$ cat src/rtl/mc_ctrl_pkg.sv
// Shared encodings for the multicycle MIPS controller: FSM states, opcodes,
// ALU operation codes and datapath mux selects.
package mc_ctrl_pkg;

  typedef enum logic [3:0] {
    FETCH   = 4'd0,
    DECODE  = 4'd1,
    MEMADR  = 4'd2,
    MEMRD   = 4'd3,
    MEMWB   = 4'd4,
    MEMWR   = 4'd5,
    EXECUTE = 4'd6,
    ALUWB   = 4'd7,
    BRANCH  = 4'd8,
    ADDIEX  = 4'd9,
    ANDIEX  = 4'd10,
    IMMWB   = 4'd11,
    JUMP    = 4'd12
  } statetype_t;

  localparam logic [5:0] OP_LW    = 6'b100011;
  localparam logic [5:0] OP_SW    = 6'b101011;
  localparam logic [5:0] OP_RTYPE = 6'b000000;
  localparam logic [5:0] OP_BEQ   = 6'b000100;
  localparam logic [5:0] OP_ADDI  = 6'b001000;
  localparam logic [5:0] OP_ANDI  = 6'b001100;
  localparam logic [5:0] OP_J     = 6'b000010;

  // aludec decodes these values directly; do not renumber
  localparam logic [1:0] ALUOP_ADD   = 2'b00;
  localparam logic [1:0] ALUOP_SUB   = 2'b01;
  localparam logic [1:0] ALUOP_AND   = 2'b10;
  localparam logic [1:0] ALUOP_FUNCT = 2'b11;

  localparam logic [1:0] SRCB_B     = 2'b00;
  localparam logic [1:0] SRCB_FOUR  = 2'b01;
  localparam logic [1:0] SRCB_IMM   = 2'b10;
  localparam logic [1:0] SRCB_IMMSH = 2'b11;

  localparam logic [1:0] PCSRC_ALU    = 2'b00;
  localparam logic [1:0] PCSRC_ALUOUT = 2'b01;
  localparam logic [1:0] PCSRC_JUMP   = 2'b10;

  function automatic logic op_supported(input logic [5:0] op);
    case (op)
      OP_LW, OP_SW, OP_RTYPE, OP_BEQ, OP_ADDI, OP_ANDI, OP_J: return 1'b1;
      default:                                                return 1'b0;
    endcase
  endfunction

endpackage

$ cat src/rtl/mc_maindec_if.sv
// Control bundle between the main decoder and the multicycle datapath.
// master = mc_maindec (consumes op, drives controls); slave = datapath side.
interface mc_maindec_if;
  import mc_ctrl_pkg::*;

  logic [5:0] op;
  logic       pcwrite;
  logic       memwrite;
  logic       irwrite;
  logic       regwrite;
  logic       alusrca;
  logic [1:0] alusrcb;
  logic       branch;
  logic       iord;
  logic       memtoreg;
  logic       regdst;
  logic       zeroext;
  logic [1:0] pcsrc;
  logic [1:0] aluop;
  logic       illegal_op;
  logic [3:0] state;

  modport master (
    input  op,
    output pcwrite, memwrite, irwrite, regwrite, alusrca, alusrcb, branch,
           iord, memtoreg, regdst, zeroext, pcsrc, aluop, illegal_op, state
  );

  modport slave (
    output op,
    input  pcwrite, memwrite, irwrite, regwrite, alusrca, alusrcb, branch,
           iord, memtoreg, regdst, zeroext, pcsrc, aluop, illegal_op, state
  );

endinterface

$ cat src/rtl/mc_maindec.sv
// Main Moore FSM of the multicycle MIPS controller: sequences fetch, decode,
// execute and writeback. Outputs decode from state only, except illegal_op.
module mc_maindec
  import mc_ctrl_pkg::*;
(
  input  logic            clk,
  input  logic            reset,
  mc_maindec_if.master    ctl
);

  statetype_t state_q;
  statetype_t state_d;

  always_ff @(posedge clk) begin
    if (reset) state_q <= FETCH;
    else       state_q <= state_d;
  end

  always_comb begin
    state_d = FETCH;
    case (state_q)
      FETCH:   state_d = DECODE;
      DECODE: begin
        case (ctl.op)
          OP_LW, OP_SW: state_d = MEMADR;
          OP_RTYPE:     state_d = EXECUTE;
          OP_BEQ:       state_d = BRANCH;
          OP_ADDI:      state_d = ADDIEX;
          OP_ANDI:      state_d = ANDIEX;
          OP_J:         state_d = JUMP;
          default:      state_d = FETCH;
        endcase
      end
      // only lw/sw reach MEMADR, so anything other than sw is a load
      MEMADR:  state_d = (ctl.op == OP_SW) ? MEMWR : MEMRD;
      MEMRD:   state_d = MEMWB;
      EXECUTE: state_d = ALUWB;
      ADDIEX:  state_d = IMMWB;
      ANDIEX:  state_d = IMMWB;
      default: state_d = FETCH;
    endcase
  end

  always_comb begin
    ctl.pcwrite    = 1'b0;
    ctl.memwrite   = 1'b0;
    ctl.irwrite    = 1'b0;
    ctl.regwrite   = 1'b0;
    ctl.alusrca    = 1'b0;
    ctl.alusrcb    = SRCB_B;
    ctl.branch     = 1'b0;
    ctl.iord       = 1'b0;
    ctl.memtoreg   = 1'b0;
    ctl.regdst     = 1'b0;
    ctl.zeroext    = 1'b0;
    ctl.pcsrc      = PCSRC_ALU;
    ctl.aluop      = ALUOP_ADD;
    ctl.illegal_op = 1'b0;
    case (state_q)
      FETCH: begin
        ctl.pcwrite = 1'b1;
        ctl.irwrite = 1'b1;
        ctl.alusrcb = SRCB_FOUR;
      end
      DECODE: begin
        ctl.alusrcb    = SRCB_IMMSH;
        ctl.illegal_op = ~op_supported(ctl.op);
      end
      MEMADR: begin
        ctl.alusrca = 1'b1;
        ctl.alusrcb = SRCB_IMM;
      end
      MEMRD:   ctl.iord = 1'b1;
      MEMWB: begin
        ctl.regwrite = 1'b1;
        ctl.memtoreg = 1'b1;
      end
      MEMWR: begin
        ctl.memwrite = 1'b1;
        ctl.iord     = 1'b1;
      end
      EXECUTE: begin
        ctl.alusrca = 1'b1;
        ctl.aluop   = ALUOP_FUNCT;
      end
      ALUWB: begin
        ctl.regwrite = 1'b1;
        ctl.regdst   = 1'b1;
      end
      BRANCH: begin
        ctl.alusrca = 1'b1;
        ctl.aluop   = ALUOP_SUB;
        ctl.branch  = 1'b1;
        ctl.pcsrc   = PCSRC_ALUOUT;
      end
      ADDIEX: begin
        ctl.alusrca = 1'b1;
        ctl.alusrcb = SRCB_IMM;
      end
      ANDIEX: begin
        ctl.alusrca = 1'b1;
        ctl.alusrcb = SRCB_IMM;
        ctl.aluop   = ALUOP_AND;
        ctl.zeroext = 1'b1;
      end
      IMMWB:   ctl.regwrite = 1'b1;
      JUMP: begin
        ctl.pcwrite = 1'b1;
        ctl.pcsrc   = PCSRC_JUMP;
      end
      default: ;
    endcase
  end

  assign ctl.state = state_q;

endmodule
$ cat src/flat_wrapper.sv
// flat-port wrapper written by rule: the top's interface ports become plain ports
module mc_maindec_flat import mc_ctrl_pkg::*;
  (clk, reset, ctl_op, ctl_pcwrite, ctl_memwrite, ctl_irwrite, ctl_regwrite, ctl_alusrca, ctl_alusrcb, ctl_branch, ctl_iord, ctl_memtoreg, ctl_regdst, ctl_zeroext, ctl_pcsrc, ctl_aluop, ctl_illegal_op, ctl_state);
  mc_maindec_if ctl_i ();
  input  logic clk;
  input  logic reset;
  input wire logic [$bits(ctl_i.op)-1:0] ctl_op;
  output wire logic [$bits(ctl_i.pcwrite)-1:0] ctl_pcwrite;
  output wire logic [$bits(ctl_i.memwrite)-1:0] ctl_memwrite;
  output wire logic [$bits(ctl_i.irwrite)-1:0] ctl_irwrite;
  output wire logic [$bits(ctl_i.regwrite)-1:0] ctl_regwrite;
  output wire logic [$bits(ctl_i.alusrca)-1:0] ctl_alusrca;
  output wire logic [$bits(ctl_i.alusrcb)-1:0] ctl_alusrcb;
  output wire logic [$bits(ctl_i.branch)-1:0] ctl_branch;
  output wire logic [$bits(ctl_i.iord)-1:0] ctl_iord;
  output wire logic [$bits(ctl_i.memtoreg)-1:0] ctl_memtoreg;
  output wire logic [$bits(ctl_i.regdst)-1:0] ctl_regdst;
  output wire logic [$bits(ctl_i.zeroext)-1:0] ctl_zeroext;
  output wire logic [$bits(ctl_i.pcsrc)-1:0] ctl_pcsrc;
  output wire logic [$bits(ctl_i.aluop)-1:0] ctl_aluop;
  output wire logic [$bits(ctl_i.illegal_op)-1:0] ctl_illegal_op;
  output wire logic [$bits(ctl_i.state)-1:0] ctl_state;
  assign ctl_i.op = ctl_op;
  assign ctl_pcwrite = ctl_i.pcwrite;
  assign ctl_memwrite = ctl_i.memwrite;
  assign ctl_irwrite = ctl_i.irwrite;
  assign ctl_regwrite = ctl_i.regwrite;
  assign ctl_alusrca = ctl_i.alusrca;
  assign ctl_alusrcb = ctl_i.alusrcb;
  assign ctl_branch = ctl_i.branch;
  assign ctl_iord = ctl_i.iord;
  assign ctl_memtoreg = ctl_i.memtoreg;
  assign ctl_regdst = ctl_i.regdst;
  assign ctl_zeroext = ctl_i.zeroext;
  assign ctl_pcsrc = ctl_i.pcsrc;
  assign ctl_aluop = ctl_i.aluop;
  assign ctl_illegal_op = ctl_i.illegal_op;
  assign ctl_state = ctl_i.state;
  mc_maindec u_core (.clk(clk), .reset(reset), .ctl(ctl_i));
endmodule
$ cat config.mk
export PLATFORM = sky130hd
export DESIGN_NAME = mc_maindec_flat
export DESIGN_NICKNAME = d
export VERILOG_FILES = /design/src/rtl/mc_ctrl_pkg.sv /design/src/rtl/mc_maindec_if.sv /design/src/rtl/mc_maindec.sv /design/src/flat_wrapper.sv
export SDC_FILE = /design/constraint.sdc
export NUM_CORES = 1
export LEC_CHECK = 0
export CORE_AREA = 5 5 42 44
export DETAILED_ROUTE_END_ITERATION = 10
export DIE_AREA = 0 0 47 49
export MAX_ROUTING_LAYER = met4
export PLACE_DENSITY = 0.84
export SYNTH_ARGS = -nofsm -noshare
export SYNTH_HDL_FRONTEND = slang
export SYNTH_SLANG_ARGS = --single-unit
$ cat constraint.sdc
create_clock -name clk -period 3.4 [get_ports clk]
set_input_delay 0.34 -clock clk [delete_from_list [all_inputs] [get_ports clk]]
set_output_delay 0.34 -clock clk [all_outputs]
set_load 0.01 [all_outputs]
==> results of run 1 <==
==> worst register-to-register path, stage by stage (launching register included) <==
cell,delay [ps]
dfxtp_1,630
nand2b_1,300
a21oi_1,260
o21bai_2,110
nor4_1,280
==> per-layer routing <==
layer | up-vias | share of wire | routed length [um]
met5 | - | 0 | 0
met4 | 0 | 0 | 0
met3 | 0 | 0.046 | 66
met2 | 16 | 0.53 | 756
met1 | 280 | 0.42 | 599
li1 | 309 | - | -
==> final timing paths <==
| check | from | to | slack (ps) | cells after the start |
|---|---|---|---|---|
| min reg2reg | u_core.ctl.state[0] | u_core.ctl.state[0] | 700 | 2 |
| max | ctl_op[3] | ctl_illegal_op | 810 | 5 |
| min | u_core.ctl.state[0] | u_core.ctl.state[0] | 700 | 2 |
| max reg2reg | u_core.ctl.state[1] | u_core.ctl.state[2] | 1730 | 4 |
==> stage by stage <==
step	total power, uW	area, um^2	setup slack, ps
finish	166	754	806
floorplan	81.1	479	1890
detailed placement	109	732	814
global route	176	754	744
CTS	168	754	809
global placement	108	732	972
==> cell families (layout without fill, tap and decap cells) <==
logic type | Yosys count | count (layout) | share of synthesized area
and+or+nand+nor | 35 | 35 | 0.397
muxes | 1 | 1 | 0.0235
DFF | 4 | 4 | 0.167
xor gates and xnor gates | 2 | 2 | 0.0366
AOI/OAI and AO/OA | 19 | 19 | 0.253
buffers and inverters | 8 | 34 | 0.123
==> layout make-up <==
type                       instances  area (um^2)  area share
multi-input combinational         57          340       0.451
inverter                           3         11.3      0.0149
timing repair buffer              28          280       0.371
clock buffer                       3         22.5      0.0299
tap                               16         20.0      0.0265
sequential                         4         80.1       0.106
==> layout by cell type (no fill, tap or decap), drive strengths merged <==
cell	n
nor4	3
clkbuf	3
nand2	3
a22oi	2
nor2	10
a2bb2oi	1
a21oi	6
or4	1
nand2b	3
o21bai	1
nand3	2
nor4bb	1
xnor2	2
dfxtp	4
o21a	1
mux2	1
clkdlybuf4s50	28
and3	3
and4b	1
o21ai	4
a31oi	3
nor3b	1
o22ai	1
nor3	7
inv	3
==> power by group through the flow <==
stage	logic (uW)	clock network, uW	registers [uW]
floorplan	29.6	0	51.5
CTS	54.8	59.0	53.9
global route	58.9	62.3	54.6
finish	54.6	57.0	54.0
detailed placement	54.5	0	54.7
global placement	53.2	0	54.5
==> impl_metrics.py, run 1 <==
metrics = {
    "power": {
        "vdd_ir_drop_max_mv": 0.171,
        "internal_power_uw": 119,
        "seqPwrFrac": 0.326,
        "p_per_area_mw_per_mm2": 219,
        "clkPwrFrac": 0.344,
        "switchingPower_uw": 46.6,
        "swShare": 0.282,
        "p_comb_frac": 0.330,
        "p_leak_uw": 0.000252,
    },
    "detailed_routing": {
        "drt_first_pass_iters": 1,
        "ant_nets": 0,
        "routed_wl_mm": 1.42,
        "drt-initial-drc-count": 0,
        "vias_per_cell": 5.45,
        "wl_per_cell_um": 12.8,
        "route.vias.total": 605,
        "drc_errors": 0,
    },
    "synth": {
        "yosys.area.top_type": "dfxtp_1",
        "synth_most_common_cell": "nor2_1",
        "yosysWarnings": 0,
        "synth_flop_cell": "dfxtp_1",
        "syn_area_per_cell_um2": 6.95,
        "synthTopCellsByCount": "nor2_1 (10), nor3_1 (7), a21oi_1 (5), dfxtp_1 (4), o21ai_0 (4)",
        "synth_edf_count": 0,
        "async_flop_share": 0,
        "syn_area_um2": 479,
        "synthCells": 69,
        "yosysSeqAreaShare": 0.167,
        "ys_ff_latch": 4,
        "synth.distinct_cells": 29,
        "synth_area_leaders": "dfxtp_1 (17%), nor2_1 (7.8%), nor3_1 (7.3%)",
        "synth_nets": 77,
        "synth_top_area_share": 0.167,
    },
    "layout": {
        "final_util": 0.538,
        "largest_register_ffs": 4,
        "fill_cells": 164,
        "post_route_cells_drive_above_1_share": 0.0737,
        "nNetsFinal": 105,
        "syn_to_final_growth_pct": 57.4,
        "stdcell_count": 111,
        "antennaDiodeCount": 0,
    },
    "worst_hold_path": {
        "hp-class": "reg2reg",
    },
    "setup_path": {
        "slowest_delay_ps": 540,
        "path_buf_inv": 2,
        "worstSetupPathType": "in2out",
        "crit_chain": "clkdlybuf4s50_1 > o21ai_0 > nor4bb_1 > and4b_1 > clkdlybuf4s50_1",
        "cpMaxStageDelayCell": "clkdlybuf4s50_1",
        "cp-end-kind": "primary output",
        "cp.arrival_ps": 2250,
        "crit_fanout": 8,
        "cp_top_family": "buffers and inverters",
        "path_common_cell": "clkdlybuf4s50_1",
        "cp.required_ps": 3060,
        "critPathLaunchType": "input pin",
    },
    "sta": {
        "final_max_slew_viol_count": 0,
        "fmax_mhz": 386,
        "max-slew-margin-rel": 0.662,
        "finalCritPeriodShare": 0.763,
        "final-setup-viol-count": 0,
        "hold_viol": 0,
        "finalSetupTns_ps": 0,
        "rsz0062_at_grt": "no",
        "tightestPinTransition_ps": 507,
        "finClkSkew_ps": 0.764,
        "period_minus_slack_ps": 2590,
        "worst_hold_slack_ps": 697,
    },
    "grt": {
        "grt_usage": 0.129,
        "grt_overflow": 0,
        "grt_max_degree": 17,
        "antenna_found_initial": 0,
        "use_met2": 0.224,
        "grt_pass1_wl_mm": 2.28,
        "use_met3": 0.0221,
        "first_global_vias": 567,
        "grtUsageMet1": 0.143,
        "grt-busiest-layer": "met2",
    },
    "clock_network": {
        "post-cts-setup-buffers": 0,
        "cts_root_buf": "clkbuf_4",
        "cts.clk_slew.worst_paths_ps": 40,
        "cts_buffer_depth": 2,
        "cts_tree": "yes",
        "cts.hold.buffers_added": 0,
        "cts_resized": 0,
        "htreeDepth": 1,
        "clock_sinks": 4,
        "clk_latency_ps": 230,
        "numCtsBuffers": 3,
    },
    "floorplan": {
        "initial_core_util": 0.342,
        "num_rows": 14,
        "die_w_um": 47,
        "die_y_um": 49,
        "boundaryPins": 29,
        "core-area_mm2": 0.00140,
        "die_area_mm2": 0.00230,
    },
    "placed_design": {
        "place.gp.congestion": 0.810,
        "port_buffers": 28,
        "dp_hpwl_mm": 1.13,
        "place.detailed.instances": 108,
    },
    "run": {
        "max_cap_viol_count": 0,
    },
    "status": {
        "outcome": "finished, final reports clean",
    },
}
Note: power is estimated with default switching activity, not from simulation.
==> run 2: changes to the inputs <==
--- a/config.mk
+++ b/config.mk
@@ -5,11 +5,11 @@
 export SDC_FILE = /design/constraint.sdc
 export NUM_CORES = 1
 export LEC_CHECK = 0
-export CORE_AREA = 5 5 42 44
+export CORE_MARGIN = 5
+export CORE_UTILIZATION = 35
 export DETAILED_ROUTE_END_ITERATION = 10
-export DIE_AREA = 0 0 47 49
 export MAX_ROUTING_LAYER = met4
-export PLACE_DENSITY = 0.84
+export PLACE_DENSITY = 0.82
 export SYNTH_ARGS = -nofsm -noshare
 export SYNTH_HDL_FRONTEND = slang
 export SYNTH_SLANG_ARGS = --single-unit
==> constraint.sdc (replaced) <==
create_clock -name clk -period 2.5 [get_ports clk]
set_input_delay 0.25 -clock clk [delete_from_list [all_inputs] [get_ports clk]]
set_output_delay 0.25 -clock clk [all_outputs]
set_load 0.01 [all_outputs]
==> run 2 against run 1 <==
Non-clock buffer count increased by 1; total power increased by 39%; combinational power increased by 37%; utilization increased by 4.6 points; clock skew increased by 3.5 ps; first-iteration DRC count increased by 3.
==> impl_metrics.py, run 2 (synthesis results as in run 1) <==
metrics = {
    "status": {
        "outcome": "finished, final reports clean",
    },
    "run": {
        "max_cap_viol_count": 0,
    },
    "detailed_routing": {
        "drc_errors": 0,
        "wl_met3_um": 102,
        "dr.max_layer_used": "met4",
        "drt-initial-drc-count": 3,
        "route.vias.total": 624,
        "routed_wl_mm": 1.41,
        "ant_nets": 0,
        "wl_per_cell_um": 12.7,
        "vias_per_cell": 5.62,
        "drt_first_pass_iters": 4,
        "wl_met2_um": 721,
        "wl_met1_um": 565,
    },
    "layout": {
        "mostFrequentLayoutCell": "clkdlybuf4s50_1",
        "antennaDiodeCount": 0,
        "multi_input_area_um2": 340,
        "stdcell_count": 111,
        "fill_cells": 137,
        "syn_to_final_growth_pct": 58.7,
        "seq_area_um2": 80.1,
        "largest_register_ffs": 4,
        "layout_common_cells": "clkdlybuf4s50_1 (28), nor2_1 (10), nor3_1 (7)",
        "nNetsFinal": 106,
        "post_route_cells_drive_above_1_share": 0.0833,
    },
    "placed_design": {
        "dp_hpwl_mm": 1.11,
        "place.gp.congestion": 0.832,
        "place.detailed.instances": 108,
        "port_buffers": 28,
    },
    "floorplan": {
        "core-area_mm2": 0.00130,
        "die_y_um": 47,
        "die_w_um": 47,
        "boundaryPins": 29,
        "initial_core_util": 0.368,
        "num_rows": 13,
        "die_area_mm2": 0.00221,
    },
    "sta": {
        "hold_viol": 0,
        "period_minus_slack_ps": 2340,
        "rsz0062_at_grt": "no",
        "max-slew-margin-rel": 0.664,
        "final_max_slew_viol_count": 0,
        "worst_hold_slack_ps": 688,
        "finClkSkew_ps": 4.22,
        "fmax_mhz": 427,
        "final-setup-viol-count": 0,
        "finalSetupTns_ps": 0,
        "finalCritPeriodShare": 0.938,
        "tightestPinTransition_ps": 504,
    },
    "setup_path": {
        "cp.arrival_ps": 2090,
        "path_common_cell": "clkdlybuf4s50_1",
        "worstSetupPathType": "in2out",
        "slowest_delay_ps": 540,
        "crit_fanout": 8,
        "critPathLaunchType": "input pin",
        "cp-end-kind": "primary output",
        "crit_chain": "clkdlybuf4s50_1 > o21ai_0 > nor4bb_1 > and4b_1 > clkdlybuf4s50_1",
        "cpMaxStageDelayCell": "clkdlybuf4s50_1",
        "cp.required_ps": 2250,
        "cp_top_family": "buffers and inverters",
        "path_buf_inv": 2,
    },
    "grt": {
        "grt_pass1_wl_mm": 2.33,
        "grt_usage": 0.151,
        "first_global_vias": 544,
        "antenna_found_initial": 0,
        "grt_overflow": 0,
        "grt_max_degree": 16,
    },
    "power": {
        "swShare": 0.296,
        "vdd_ir_drop_max_mv": 0.190,
        "p_total_uw": 231,
        "switchingPower_uw": 68.3,
        "p_leak_uw": 0.000257,
        "internal_power_uw": 162,
        "seqPwrFrac": 0.317,
        "p_per_area_mw_per_mm2": 303,
        "p_comb_frac": 0.324,
        "clkPwrFrac": 0.360,
    },
    "clock_network": {
        "htreeDepth": 1,
        "cts.clk_slew.worst_paths_ps": 30,
        "clk_latency_ps": 240,
        "cts.hold.buffers_added": 0,
        "post-cts-setup-buffers": 0,
        "cts_root_buf": "clkbuf_4",
        "cts_resized": 0,
        "cts_buffer_depth": 2,
        "cts_tree": "yes",
        "clock_sinks": 4,
        "numCtsBuffers": 3,
    },
    "worst_hold_path": {
        "hp-class": "in2reg",
    },
}
-- run 2: path summary, 6_finish.rpt --
kind                       startpoint  cells after the start                   to  slack (ps)
setup / recovery            ctl_op[3]                      5       ctl_illegal_op         160
hold / removal                  reset                      3  u_core.ctl.state[0]         690
setup reg to reg  u_core.ctl.state[1]                      4  u_core.ctl.state[2]         910
hold reg to reg   u_core.ctl.state[0]                      2  u_core.ctl.state[0]         690
-- run 2: final cells by class --
class / instances / area share
timing repair buffer: 29 / 0.378
clock buffer: 3 / 0.0296
multi-input combinational: 57 / 0.447
sequential: 4 / 0.105
tap: 15 / 0.0247
inverter: 3 / 0.0148
-- run 2: through the flow --
stage / cell area (um^2) / worst slack (ps) / utilization
after floorplan: 479 / 1080 / -
after global placement: 738 / 256 / 0.567
after detailed placement: 738 / 188 / 0.567
after CTS: 761 / 180 / 0.585
after global routing: 761 / 42.3 / 0.585
final: 761 / 156 / 0.585
-- run 2: worst reg2reg max path: stages, from the launching register on --
cell and delay (ps):
dfxtp_1 630, nand2b_1 290, a21oi_1 240, o21bai_2 110
nor4_1 240
-- run 2: routing by layer --
| metal | up-vias | track usage |
|---|---|---|
| li1 | 309 | - |
| met4 | 0 | 0.0497 |
| met2 | 27 | 0.271 |
| met3 | 2 | 0.0345 |
| met1 | 286 | 0.161 |
| met5 | - | - |
-- run 2: power by group through the flow --
| stage | Clock, uW | Sequential [uW] | Combinational (uW) |
|---|---|---|---|
| after floorplan | 0 | 70.1 | 40.3 |
| after detailed placement | 0 | 74.0 | 74.6 |
| after CTS | 86.0 | 73.0 | 74.7 |
| final | 83.0 | 73.0 | 74.6 |
| after global routing | 90.7 | 74.0 | 79.8 |
| after global placement | 0 | 74.0 | 73.1 |
